===== src/rtl/ospi_pkg.sv =====
// Shared types and constants for the OSPI command sequencer.
package ospi_pkg;

    typedef enum logic [2:0] {
        IDLE,
        CMD,
        ADDR,
        DUMMY,
        WDATA,
        RDATA,
        GAP
    } state_t;

    localparam logic [7:0] OPC_RD_DEF = 8'h0B;
    localparam logic [7:0] OPC_WR_DEF = 8'h02;

    // phy_oe_o is active high (1 = we drive DQ); the PHY pin oeb is its inverse.
    localparam int TO_W = 16;

endpackage


===== src/rtl/ospi_byte_cnt.sv =====
// Loadable down-counter with zero flag, shared by the address, dummy, data and gap phases.
module ospi_byte_cnt #(
    parameter int W = 8
) (
    input  logic         clk,
    input  logic         reset,
    input  logic         load,
    input  logic [W-1:0] load_val,
    input  logic         dec,
    output logic [W-1:0] cnt,
    output logic         zero
);

    always_ff @(posedge clk) begin
        if (reset)
            cnt <= '0;
        else if (load)
            cnt <= load_val;
        else if (dec)
            cnt <= cnt - 1'b1;
    end

    assign zero = (cnt == '0);

endmodule


===== src/rtl/ospi_cmd_seq.sv =====
// OSPI command sequencer: opcode, address, dummy, then write data or read capture, with CS framing.
// Optional read timeout and timeout_o port enabled by defining OSPI_SEQ_RD_TIMEOUT_EN.
//
// state | meaning
// IDLE  | waiting for a request, req_ready_o high
// CMD   | opcode byte to PHY
// ADDR  | address bytes, MSB first
// DUMMY | read turnaround, DQ released
// WDATA | write bytes passed through from wd_* to PHY
// RDATA | captured bytes forwarded to rd_*
// GAP   | CS low for CS_GAP cycles, done_o on first cycle
module ospi_cmd_seq
    import ospi_pkg::*;
#(
    parameter int         ADDR_BYTES   = 4,
    parameter int         DUMMY_CYCLES = 8,
    parameter int         LEN_W        = 8,
    parameter logic [7:0] OPC_RD       = OPC_RD_DEF,
    parameter logic [7:0] OPC_WR       = OPC_WR_DEF,
    parameter int         CS_GAP       = 2
) (
    input  logic             clk,
    input  logic             reset,
    input  logic             req_valid_i,
    output logic             req_ready_o,
    input  logic             req_we_i,
    input  logic [31:0]      req_addr_i,
    input  logic [LEN_W-1:0] req_len_i,
    input  logic             wd_valid_i,
    output logic             wd_ready_o,
    input  logic [7:0]       wd_data_i,
    output logic             rd_valid_o,
    output logic [7:0]       rd_data_o,
    output logic             done_o,
    output logic             phy_valid_o,
    input  logic             phy_ready_i,
    output logic [7:0]       phy_data_o,
    output logic             phy_oe_o,
    output logic             cs_o,
    input  logic             phy_rx_valid_i,
    input  logic [7:0]       phy_rx_data_i,
    output logic             busy_o
`ifdef OSPI_SEQ_RD_TIMEOUT_EN
    ,output logic            timeout_o
`endif
);

    localparam int GAP_W  = $clog2(CS_GAP + 1);
    localparam int BASE_W = (LEN_W > 5) ? LEN_W : 5;
    localparam int CNT_W  = (BASE_W > GAP_W) ? BASE_W : GAP_W;

    state_t           state, state_n;
    logic             we_q;
    logic [31:0]      addr_q;
    logic [LEN_W-1:0] len_q;
    logic             accept;
    logic             timeout_hit;
    logic             cnt_load, cnt_dec, cnt_zero;
    logic [CNT_W-1:0] cnt_val, cnt;
    logic [7:0]       addr_byte;

    ospi_byte_cnt #(.W(CNT_W)) u_cnt (
        .clk      (clk),
        .reset    (reset),
        .load     (cnt_load),
        .load_val (cnt_val),
        .dec      (cnt_dec),
        .cnt      (cnt),
        .zero     (cnt_zero)
    );

    // Counter value in ADDR is the index of the byte still to send, so this walks MSB first.
    assign addr_byte = 8'(addr_q >> {cnt, 3'b000});

`ifdef OSPI_SEQ_RD_TIMEOUT_EN
    logic [TO_W-1:0] to_cnt;
`endif

    always_comb begin
        state_n     = state;
        accept      = 1'b0;
        timeout_hit = 1'b0;
        cnt_load    = 1'b0;
        cnt_dec     = 1'b0;
        cnt_val     = '0;
        req_ready_o = 1'b0;
        wd_ready_o  = 1'b0;
        phy_valid_o = 1'b0;
        phy_oe_o    = 1'b0;
        phy_data_o  = 8'h00;
        case (state)
            IDLE: begin
                req_ready_o = 1'b1;
                if (req_valid_i) begin
                    accept   = 1'b1;
                    cnt_load = 1'b1;
                    cnt_val  = CNT_W'(req_len_i);
                    state_n  = CMD;
                end
            end
            CMD: begin
                phy_valid_o = 1'b1;
                phy_oe_o    = 1'b1;
                phy_data_o  = we_q ? OPC_WR : OPC_RD;
                if (phy_ready_i) begin
                    cnt_load = 1'b1;
                    cnt_val  = CNT_W'(ADDR_BYTES - 1);
                    state_n  = ADDR;
                end
            end
            ADDR: begin
                phy_valid_o = 1'b1;
                phy_oe_o    = 1'b1;
                phy_data_o  = addr_byte;
                if (phy_ready_i) begin
                    if (!cnt_zero) begin
                        cnt_dec = 1'b1;
                    end else if (we_q) begin
                        cnt_load = 1'b1;
                        cnt_val  = CNT_W'(len_q);
                        state_n  = WDATA;
                    end else if (DUMMY_CYCLES == 0) begin
                        cnt_load = 1'b1;
                        cnt_val  = CNT_W'(len_q);
                        state_n  = RDATA;
                    end else begin
                        cnt_load = 1'b1;
                        cnt_val  = CNT_W'(DUMMY_CYCLES - 1);
                        state_n  = DUMMY;
                    end
                end
            end
            DUMMY: begin
                if (cnt_zero) begin
                    cnt_load = 1'b1;
                    cnt_val  = CNT_W'(len_q);
                    state_n  = RDATA;
                end else begin
                    cnt_dec = 1'b1;
                end
            end
            WDATA: begin
                phy_valid_o = wd_valid_i;
                phy_oe_o    = 1'b1;
                phy_data_o  = wd_data_i;
                wd_ready_o  = phy_ready_i;
                if (wd_valid_i && phy_ready_i) begin
                    if (cnt_zero) begin
                        cnt_load = 1'b1;
                        cnt_val  = CNT_W'(CS_GAP - 1);
                        state_n  = GAP;
                    end else begin
                        cnt_dec = 1'b1;
                    end
                end
            end
            RDATA: begin
                if (phy_rx_valid_i) begin
                    if (cnt_zero) begin
                        cnt_load = 1'b1;
                        cnt_val  = CNT_W'(CS_GAP - 1);
                        state_n  = GAP;
                    end else begin
                        cnt_dec = 1'b1;
                    end
                end
`ifdef OSPI_SEQ_RD_TIMEOUT_EN
                else if (to_cnt == {{(TO_W-1){1'b1}}, 1'b0}) begin
                    timeout_hit = 1'b1;
                    cnt_load    = 1'b1;
                    cnt_val     = CNT_W'(CS_GAP - 1);
                    state_n     = GAP;
                end
`endif
            end
            GAP: begin
                if (cnt_zero)
                    state_n = IDLE;
                else
                    cnt_dec = 1'b1;
            end
            default: state_n = IDLE;
        endcase
    end

    always_ff @(posedge clk) begin
        if (reset) begin
            state      <= IDLE;
            we_q       <= 1'b0;
            addr_q     <= '0;
            len_q      <= '0;
            cs_o       <= 1'b0;
            done_o     <= 1'b0;
            rd_valid_o <= 1'b0;
            rd_data_o  <= 8'h00;
        end else begin
            state      <= state_n;
            cs_o       <= (state_n != IDLE) && (state_n != GAP);
            done_o     <= (state_n == GAP) && (state != GAP);
            rd_valid_o <= (state == RDATA) && phy_rx_valid_i;
            if ((state == RDATA) && phy_rx_valid_i)
                rd_data_o <= phy_rx_data_i;
            if (accept) begin
                we_q   <= req_we_i;
                addr_q <= req_addr_i;
                len_q  <= req_len_i;
            end
        end
    end

`ifdef OSPI_SEQ_RD_TIMEOUT_EN
    always_ff @(posedge clk) begin
        if (reset) begin
            to_cnt    <= '0;
            timeout_o <= 1'b0;
        end else begin
            timeout_o <= timeout_hit;
            if ((state != RDATA) || phy_rx_valid_i)
                to_cnt <= '0;
            else
                to_cnt <= to_cnt + 1'b1;
        end
    end
`endif

    assign busy_o = (state != IDLE);

endmodule


===== config.mk =====
export PLATFORM = sky130hd
export DESIGN_NAME = ospi_cmd_seq
export DESIGN_NICKNAME = d
export VERILOG_FILES = /design/src/rtl/ospi_pkg.sv /design/src/rtl/ospi_byte_cnt.sv /design/src/rtl/ospi_cmd_seq.sv
export SDC_FILE = /design/constraint.sdc
export NUM_CORES = 1
export LEC_CHECK = 0
export CORE_ASPECT_RATIO = 0.9
export CORE_UTILIZATION = 52
export DETAILED_ROUTE_END_ITERATION = 8
export PLACE_DENSITY = 0.86
export RECOVER_POWER = 25
export SETUP_SLACK_MARGIN = 0.3
export SYNTH_ARGS = -nofsm -noshare
export SYNTH_HDL_FRONTEND = slang
export SYNTH_SLANG_ARGS = --single-unit
export TNS_END_PERCENT = 50

===== constraint.sdc =====
create_clock -name clk -period 3.9 [get_ports clk]
set_clock_uncertainty 0.2 [all_clocks]
set_input_delay 0.78 -clock clk [delete_from_list [all_inputs] [get_ports clk]]
set_output_delay 0.78 -clock clk [all_outputs]
set_load 0.02 [all_outputs]

* Word-level counts from Yosys, hierarchy flattened *
Index checks and enable logic that the tools add are counted.
W data, S select, Z words.

cells by class
  $add $sub $neg = 1
  equal/unequal tests = 9
  shift operators = 1
  multiplexer cells = 42
  reduce and logical (&&, ||, !) cells = 12

operators with widths
  operator               number
  $mux W8                8
  $pmux W8 S6            1
  $shr A32 B11 Y8        1
  $mux W3                10
  $pmux W8 S3            1
  $pmux W3 S7            1
  $mux W1                16
  $eq A3 B3 Y1 const B   4
  $logic_not A8 Y1       1
  $sub A8 B1 Y8 const B  1
  $eq A3 B2 Y1 const B   2
  $ne A3 B3 Y1 const B   2
  $pmux W1 S6            1
  $reduce_bool A3 Y1     2
  $logic_and A1 B1 Y1    4
  $mux W4                1
  $pmux W1 S4            1
  $reduce_or A2 Y1       2
  $eq A3 B1 Y1 const B   1
  $logic_not A3 Y1       1
  $reduce_or A3 Y1       1
  $mux W2                1
  $pmux W1 S2            1
  $reduce_bool A2 Y1     1

word-level totals
  bits in registers = 63
  input port bits = 63
  output and inout port bits = 24
  logic and storage cells = 74

* Logic depth before layout (Yosys ltp) *
Gate-level depths: netlist of run 1.

  depth after elaboration = 6
  gate-level depth with buffers = 9
  mapped depth without buffers = 7

* By module *
From an unflattened synthesis of run 1, not the netlist that was laid out.

second synthesis, totals
  cells, all modules = 394
  area total of the unflattened synthesis = 3,064.2 um2

modules (own cells, without submodules)
  module         times used  cells each  area an instance (um2)  sequential area each (um2)
  ospi_cmd_seq   1           338         2,591.2                 1,101.1
  ospi_byte_cnt  1           56          473.0                   160.2

* Least setup slack after synthesis of run 1 *
No wires, ideal clock.

  kind = input to output
  start = input wd_valid_i
  end = output phy_valid_o
  arrival time = 1,556 ps
  required time = 2,920 ps
  setup slack = 1,364 ps
  cell stages on the path = 3
  path buffers = 0
  cells stage by stage = nand2_1 mux2_2 o21ai_0

between the ends
  longest elaborated chain between the ends = 1

ends and longest elaborated chain
  item                line                RTL
  start: declaration  ospi_cmd_seq.sv:29  input logic wd_valid_i,
  $pmux W1 S2         ospi_cmd_seq.sv:91  case (state)
  end: declaration    ospi_cmd_seq.sv:35  output logic phy_valid_o,

No other way between the ends.

* Final worst setup path of run 1 *
  start = register state[2]
  end = output phy_data_o[1]

between the ends
  longest elaborated chain between the ends = 2
  elaborated cells on any way between the ends = 4
  classes of those cells = eq/ne (3); mux (1)

ends and longest elaborated chain
  item                                        line                 RTL
  start: declaration                          ospi_cmd_seq.sv:52   state_t state, state_n;
  start signal: assignment                    ospi_cmd_seq.sv:197  state <= state_n;
  $eq A3 B3 Y1, or another cell as far along  ospi_cmd_seq.sv:91
  $pmux W8 S3 (*)                             ospi_cmd_seq.sv:91
  end: declaration                            ospi_cmd_seq.sv:37   output logic [7:0] phy_data_o,

Every way passes the cells marked *; elsewhere a longest branch is shown, timed or not.

==> results_dict.tcl, run 1 <==
set metrics [dict create \
    start_util_pct 54.3 \
    fmax_mhz 293 \
    peakVddDrop_mv 0.363 \
    stdcell_count 546 \
    ys.flop_type "dfxtp_1" \
    clkSinkCount 63 \
    tightest_slew_ns 1.29 \
    finalSetupViolations 0 \
    grt_pass1_vias 2885 \
    synthArstFlopShare_pct 0 \
    holdWs_ns 0.253 \
    slew_headroom_pct 14.0 \
    grtUsageTotal_pct 27.2 \
    cts_buffer_depth 2 \
    wl_met3_um 575 \
    maxCapViolCount 0 \
    period_needed_ns 3.41 \
    power_leakage_nw 1.55 \
    critical_path_class "reg2out" \
    tritoncts "built" \
    route.met2.wl_um 4230 \
    grt_pass1_wl_um 13300 \
    area_growth_pct 34.7 \
    antenna_found_initial 0 \
    hold_class "reg2reg" \
    cts_setup_buffers 0 \
    worstSkewPairLatency_ns 0.34 \
    dr_total_vias 3102 \
    cts_root_buf "clkbuf_8" \
    syn_inst 395 \
    power_frac_seq_pct 39.9 \
    place_area_um2 3980 \
    wl_per_cell_um 15.4 \
    synth_cell_types 53 \
    p_per_area_nw_per_um2 461 \
    die_w_um 83.5 \
    cp.required_ns 2.92 \
    antenna_left 0 \
    syn_area_per_cell_um2 7.88 \
    ys_ff_latch 63 \
    switching_share_pct 32.3 \
    power_switching_mw 0.624 \
    synth_edf_count 0 \
    drive_gt1_share_pct 7.56 \
    place_congestion 0.881 \
    die_area_um2 6300 \
    status "completed" \
    dr.pass1.iters 5 \
    ys_seq_area_share_pct 40.5 \
    post-route-drc-count 0 \
    yosysWarnings 0 \
    crit_fanout 19 \
    grt_start_max_net_pins 58 \
    grt_setup_unrepaired "false" \
    finalWirelength_um 8420 \
    wl_met1_um 3480 \
    die_h_um 75.4 \
    htree_levels 3 \
    overflow 0 \
    drt-vias-per-instance 5.68 \
    startpoint_type "register" \
    place_inst 531 \
    netlist_area_um2 3110 \
    end_kind "primary output" \
    numPortBuffers 86 \
    rows 26 \
    highest_layer "met4" \
    power_frac_comb_pct 28.1 \
    ios 87 \
    path_clk_slew_ns 0.07 \
    nets 537 \
    min_period_over_period_pct 87.5 \
    cp.arrival_ns 2.43 \
    timing.final.ws_setup_ns 0.486 \
    stdcell_area_um2 4190 \
    cts_buffers 9 \
    place_hpwl_um 5860 \
    synth_nets 460 \
    coreArea_um2 5730 \
    diodes 0 \
    p_clk_share_pct 32.0 \
    final_max_slew_viol_count 0 \
    first_iter_violations 215 \
    fin_setup_tns_ns 0 \
    pre_cts_slack_ns 0.551 \
    hold_violations 0 \
    intPower_mw 1.31 \
]
[cell usage after synthesis (all sizes together) (3+ instances only)]
master    n  share of area (%)
a21oi    56                9.0
a22o      3               0.84
nand4     4               0.80
buf      12                2.2
or3       3               0.60
and3b     3               0.84
nand3     9                1.4
mux4      8                5.8
nor3      3               0.48
a22oi     6                1.4
nand2b    3               0.60
nor3b     3               0.88
inv      19                2.3
nor2     12                1.4
clkbuf   14                1.7
dfxtp    63                 41
and2      3               0.60
a221oi    6                2.1
o21ai    15                2.4
nand2   112                 14
nor2b     3               0.60
[through the flow]
step | power (mW) | util [%]
after floorplan | 1.14 | -
after global placement | 1.30 | 69.5
after detailed placement | 1.32 | 69.5
after CTS | 1.93 | 73.2
after global routing | 2.02 | 73.2
final | 1.93 | 73.2
[power groups by stage]
stage          Sequential (mW)  Clock (mW)  Combinational, mW
6_report                 0.770       0.618              0.543
3_3_place_gp             0.780           0              0.522
5_1_grt                  0.779       0.646              0.594
4_1_cts                  0.770       0.622              0.541
3_5_place_dp             0.784           0              0.537
2_1_floorplan            0.752           0              0.388
[per-layer routing]
layer,up-vias,global-route usage (%)
li1,1529,-
met1,1453,32.7
met2,107,48.1
met3,13,6.83
met4,0,10.9
met5,-,0
[path summary, 6_finish.rpt]
| kind | end | slack, ns | cells after the start | startpoint |
|---|---|---|---|---|
| max | phy_data_o[1] | 0.49 | 6 | state[2]$_SDFF_PP0_ |
| min | rd_data_o[2]$_SDFFE_PP0N_ | 0.25 | 2 | rd_data_o[2]$_SDFFE_PP0N_ |
| max reg2reg | addr_q[26]$_SDFFE_PP0P_ | 0.93 | 6 | state[2]$_SDFF_PP0_ |
| min reg2reg | rd_data_o[2]$_SDFFE_PP0N_ | 0.25 | 2 | rd_data_o[2]$_SDFFE_PP0N_ |
[logic make-up (layout without fill, tap and decap cells)]
logic type	count (synthesis)	count (layout)	share of synthesized area (%)
simple gates	165	165	24.2
compound gates	108	108	21.4
flops	63	63	40.5
buf+inv	45	126	6.15
mux	9	9	6.15
xor+xnor	3	3	0.845
fa+ha+maj	2	2	0.804
[cell type report]
class	instances	area, um2
sequential	63	1260
fill	434	1530
multi-input combinational	287	1660
timing repair buffer	92	897
clock buffer	10	128
clock inverter	5	83.8
inverter	19	71.3
tap	70	87.6
[cells in the final DEF, fill, tap and decap left out, types with 3 or more instances in the layout]
master / synthesis / routed
nor2_1: 12 / 12
nor3_1: 3 / 3
buf_4: 1 / 5
nand2_1: 111 / 112
or3_1: 3 / 3
mux4_2: 8 / 8
a22o_1: 3 / 3
o21ai_0: 15 / 15
clkbuf_8: 0 / 9
and3b_1: 3 / 3
a22oi_1: 6 / 6
clkdlybuf4s50_1: 0 / 73
dfxtp_1: 63 / 62
a221oi_1: 4 / 4
nand2b_1: 3 / 3
nand3_1: 9 / 8
inv_1: 19 / 19
nand4_1: 4 / 4
a21oi_1: 56 / 56
dlygate4sd3_1: 0 / 12
nor2b_1: 3 / 3
[what timing repair did]
item | 4_1_cts | 5_1_grt
resized for setup | 0 | 2
endpoints found under the setup margin | 0 | 7
endpoints found under the hold margin | 0 | 0
hold buffers | 0 | 0
[critical path: stages, from the launching register on]
cell             delay [ns]
dfxtp_1                0.69
nand2b_1               0.21
nor2_1                 0.17
buf_4                  0.20
nand2_1                0.08
nand3_1                0.10
clkdlybuf4s50_1        0.63
[sequential cells by signal, indices dropped and copies added, names as in the netlist, 3 cells and up]
signal	cells
state	3
addr_q	32
u_cnt.cnt	8
rd_data_o	8
len_q	8
Power figures use the tool's default switching activity.
==> run 2, diff against run 1 <==
==> constraint.sdc (replaced) <==
create_clock -name clk -period 3.9 [get_ports clk]
set_clock_uncertainty 0.2 [all_clocks]
set_input_delay 1.17 -clock clk [delete_from_list [all_inputs] [get_ports clk]]
set_output_delay 1.17 -clock clk [all_outputs]
set_load 0.02 [all_outputs]
==> run 2 against run 1 <==
  * Wire length rose by 3.7%
  * Highest routed layer unchanged
  * Count of clock-buffer cells in the layout rose by 1
  * Via count rose by 4.2%
  * Critical endpoint is now wd_ready_o
==> results_dict.tcl, run 2 (same netlist as run 1, synthesis figures left out) <==
set metrics [dict create \
    status "completed" \
    ios 87 \
    tightest_slew_ns 0.721 \
    startpoint_type "input port" \
    final_max_slew_viol_count 0 \
    grt_pass1_wl_um 13500 \
    overflow 0 \
    final_cell_mix "nand2_1, clkdlybuf4s50_1, dfxtp_1, a21oi_1, inv_1" \
    grt_start_max_net_pins 42 \
    grt_pass1_vias 2911 \
    antenna_left 0 \
    totalPowerFinal_mw 1.87 \
    finalWirelength_um 8720 \
    utilization_pct 73.5 \
    die_area_um2 6300 \
    grt_setup_unrepaired "true" \
    htree_levels 3 \
    nFillCells 469 \
    fin_setup_tns_ns 0 \
    path_clk_slew_ns 0.07 \
    r2r_start "state[1]$_SDFF_PP0_" \
    fmax_mhz 267 \
    maxCapViolCount 0 \
    worstReg2RegEnd "u_cnt.cnt[7]$_SDFFE_PP0P_" \
    antenna_found_initial 0 \
    place_hpwl_um 6150 \
    diodes 0 \
    nets 544 \
    first_iter_violations 263 \
    cts_root_buf "clkbuf_8" \
    period_needed_ns 3.75 \
    die_w_um 83.5 \
    holdWs_ns 0.255 \
    r2r_setup_slack_ns 1.16 \
    tritoncts "built" \
    worstSkewPairLatency_ns 0.35 \
    r2r_cells 7 \
    numPortBuffers 86 \
    timing.final.ws_setup_ns 0.149 \
    pre_cts_slack_ns -0.251 \
    clkSinkCount 63 \
    cts_buffer_depth 2 \
    worst-path-buf-inv 2 \
    place_area_um2 4030 \
    slowest_delay_ns 0.59 \
    cp.required_ns 2.53 \
    cts_buffers 9 \
    cp_slowest_cell "clkdlybuf4s50_1" \
    final_common_cell "nand2_1" \
    critical_path_class "in2out" \
    path_depth 3 \
    path_cells "clkdlybuf4s50_1 > and3_1 > clkdlybuf4s50_1" \
    p_per_area_nw_per_um2 444 \
    start_util_pct 54.3 \
    hold_class "reg2reg" \
    coreArea_um2 5730 \
    wl_per_cell_um 15.8 \
    postCtsHoldBufs 0 \
    peakVddDrop_mv 0.397 \
    slew_headroom_pct 51.9 \
    power_leakage_nw 1.62 \
    die_h_um 75.4 \
    drt-vias-per-instance 5.84 \
    largest_register "addr_q" \
    cp_top_family "buffers and inverters" \
    grtUsageTotal_pct 28.0 \
    cp.arrival_ns 2.38 \
    critical_path.endpoint "wd_ready_o" \
    cts_setup_buffers 0 \
    post-route-drc-count 0 \
    dr_total_vias 3232 \
    finalSetupViolations 0 \
    hold_violations 0 \
    rows 26 \
    stdcell_count 553 \
    place_congestion 0.839 \
    stdcell_area_um2 4210 \
    dr.pass1.iters 5 \
    end_kind "primary output" \
    drive_gt1_share_pct 9.11 \
    crit_start "phy_ready_i" \
    largest_reg_flops 32 \
    crit_fanout 2 \
    crit_top_cell "clkdlybuf4s50_1" \
    min_period_over_period_pct 96.2 \
    area_growth_pct 35.3 \
    place_inst 538 \
]
run 2: how the worst min path moves through the flow:
stage / start / endpoint / slack [ns] / cells past startpoint
after floorplan: addr_q[16]$_SDFFE_PP0P_ / addr_q[16]$_SDFFE_PP0P_ / 0.23 / 2
after global placement: addr_q[16]$_SDFFE_PP0P_ / addr_q[16]$_SDFFE_PP0P_ / 0.24 / 2
after detailed placement: addr_q[18]$_SDFFE_PP0P_ / addr_q[18]$_SDFFE_PP0P_ / 0.25 / 2
after CTS: len_q[3]$_SDFFE_PP0P_ / len_q[3]$_SDFFE_PP0P_ / 0.26 / 2
after global routing: len_q[2]$_SDFFE_PP0P_ / len_q[2]$_SDFFE_PP0P_ / 0.27 / 2
final: rd_data_o[4]$_SDFFE_PP0N_ / rd_data_o[4]$_SDFFE_PP0N_ / 0.26 / 2
run 2: per-layer routing:
metal / up-vias / track usage, % / wire, um
met1: 1513 / 32.6 / 3400
met4: 0 / 10.5 / 157
met2: 159 / 49.7 / 4390
li1: 1542 / - / -
met3: 18 / 8.99 / 777
met5: - / 0 / 0
run 2: worst reg2reg max path, cell delays in order (launching register included):
cell     delay, ns
dfxtp_1       0.32
buf_4         0.19
or3_1         0.41
inv_1         0.12
and2_0        0.60
buf_4         0.48
a22oi_1       0.17
o22ai_1       0.18
run 2: report_power, final:
group          internal (mW)  total (mW)  switching, mW
registers              0.704       0.768         0.0638
clock network          0.289       0.537          0.248
logic                  0.255       0.562          0.307
total                   1.25        1.87          0.619
run 2: repair_timing:
action	4_1_cts	5_1_grt
hold endpoints to repair	0	0
endpoints found under the setup margin	10	6
resized for setup	11	4
run 2: layout make-up:
type,instances,area [um2],area share (%)
flip-flops and latches,63,1260,30.0
repair buffers,99,943,22.4
inverters,19,71.3,1.69
well taps,70,87.6,2.08
clock buffers,11,131,3.12
clock inverters,4,47.5,1.13
multi-input cells,287,1660,39.5
==> run 3, diff against run 2 <==
--- a/config.mk
+++ b/config.mk
@@ -10,7 +10,7 @@
 export DETAILED_ROUTE_END_ITERATION = 8
 export PLACE_DENSITY = 0.86
 export RECOVER_POWER = 25
-export SETUP_SLACK_MARGIN = 0.3
+export SETUP_SLACK_MARGIN = 0.05
 export SYNTH_ARGS = -nofsm -noshare
 export SYNTH_HDL_FRONTEND = slang
 export SYNTH_SLANG_ARGS = --single-unit
==> run 3 against run 2 <==
  * Cell count unchanged
  * Count of clock-buffer cells in the layout stayed put
  * Design area is essentially flat
  * Die area is the same
  * Via count shrank 0.93%
  * Maximum frequency shrank 1.3%
  * Critical path depth is 1 higher
  * Global-route usage barely moved
  * Register-to-register slack better by 0.02 ns
  * Sequential share of layout area hardly changed
  * Critical path type unchanged
  * Largest cell class unchanged
  * Largest power group unchanged
  * Highest routed layer unchanged
==> results_dict.tcl, run 3 (same netlist as run 1, synthesis figures left out) <==
set metrics [dict create \
    status "completed" \
    drt-vias-per-instance 5.79 \
    dr_total_vias 3202 \
    nets 544 \
    peakVddDrop_mv 0.397 \
    cp.required_ns 2.53 \
    antenna_found_initial 0 \
    utilization_pct 73.6 \
    path_clk_slew_ns 0.07 \
    grt_setup_unrepaired "false" \
    startpoint_type "input port" \
    period_needed_ns 3.80 \
    cts_buffers 9 \
    wl_per_cell_um 15.7 \
    r2r_setup_slack_ns 1.18 \
    area_growth_pct 35.3 \
    slew_headroom_pct 53.3 \
    first_iter_violations 270 \
    clkSinkCount 63 \
    coreArea_um2 5730 \
    grt_pass1_vias 2907 \
    postCtsHoldBufs 0 \
    p_per_area_nw_per_um2 443 \
    place_hpwl_um 6150 \
    grtUsageTotal_pct 28.1 \
    whs_endpoint "rd_data_o[4]$_SDFFE_PP0N_" \
    post-route-drc-count 0 \
    worstReg2RegEnd "u_cnt.cnt[3]$_SDFFE_PP0P_" \
    hold_class "reg2reg" \
    cts_root_buf "clkbuf_8" \
    overflow 0 \
    largest_register "addr_q" \
    worstHoldStart "rd_data_o[4]$_SDFFE_PP0N_" \
    rows 26 \
    start_util_pct 54.3 \
    antenna_left 0 \
    diodes 0 \
    die_area_um2 6300 \
    r2r_start "state[0]$_SDFF_PP0_" \
    power_leakage_nw 1.56 \
    end_kind "primary output" \
    die_w_um 83.5 \
    fmax_mhz 263 \
    largest_reg_flops 32 \
    hold_violations 0 \
    tritoncts "built" \
    tightest_slew_ns 0.701 \
    die_h_um 75.4 \
    final_cell_mix "nand2_1, clkdlybuf4s50_1, dfxtp_1, a21oi_1, inv_1" \
    cp.arrival_ns 2.43 \
    finalSetupViolations 0 \
    place_congestion 0.839 \
    grt_start_max_net_pins 42 \
    r2r_cells 7 \
    hold_path_depth 2 \
    critical_path_class "in2out" \
    fin_setup_tns_ns 0 \
    grt_pass1_wl_um 13500 \
    ios 87 \
    numPortBuffers 86 \
    final_max_slew_viol_count 0 \
    maxCapViolCount 0 \
    drive_gt1_share_pct 9.32 \
    htree_levels 3 \
    worstSkewPairLatency_ns 0.35 \
    final_common_cell "nand2_1" \
    cts_buffer_depth 2 \
    min_period_over_period_pct 97.4 \
    finalWirelength_um 8680 \
    crit_fanout 1 \
    dr.pass1.iters 5 \
]
## run 3: cell count changes in the layout (fill, tap and decap cells not counted), sizes merged
cell / change
clkbuf: +1
clkdlybuf4s50: +7
buf: -1
dlygate4sd2: -4
dlymetal6s2s: -3
## run 3: what timing repair did
| item | CTS | global route |
|---|---|---|
| cloned | 0 | 0 |
| resized for setup | 2 | 6 |
| buffers inserted | 0 | 0 |
| setup endpoints to repair | 2 | 8 |
## run 3: how the worst max path moves through the flow
stage | from | endpoint | slack (ns)
finish | wd_data_i[3] | phy_data_o[3] | 0.10
global route | wd_data_i[6] | phy_data_o[6] | 0.08
CTS | wd_valid_i | phy_valid_o | 0.04
detailed placement | wd_valid_i | phy_valid_o | -0.25
global placement | wd_valid_i | phy_valid_o | -0.19
floorplan | wd_valid_i | phy_valid_o | 0.58
## run 3: cell type report
type	count	area (um2)
fillers	463	1510
multi-input cells	287	1670
repair buffers	99	941
well taps	70	87.6
clock inverters	4	47.5
flip-flops and latches	63	1260
inverters	19	71.3
clock buffers	11	131
## run 3: stage by stage
stage	cell area (um2)	hold WS [ns]	instances	power, mW	worst slack (ns)
2_1_floorplan	3110	0.233	395	1.14	0.584
3_5_place_dp	4030	0.248	538	1.34	-0.251
6_report	4210	0.254	553	1.87	0.101
4_1_cts	4210	0.257	553	1.87	0.0362
3_3_place_gp	4030	0.239	538	1.32	-0.185
5_1_grt	4210	0.273	553	1.96	0.0822
## run 3: worst max-delay path: stages
cell	delay (ns)
clkdlybuf4s50_1	0.46
a21oi_1	0.05
o21ai_0	0.09
clkdlybuf4s50_1	0.65
## run 3: where the power goes
| group | switching, mW | leakage [nW] | internal [mW] |
|---|---|---|---|
| sequential | 0.0639 | 0.517 | 0.704 |
| combinational | 0.306 | 0.950 | 0.259 |
| clock | 0.246 | 0.0892 | 0.289 |
## run 3: routing by layer
metal  vias up  routed length (um)  GRT usage (%)
met1      1508                3380           32.7
met5         -                   0              0
li1       1543                   -              -
met2       132                4380           49.7
met3        19                 764           8.88
met4         0                 158           10.7
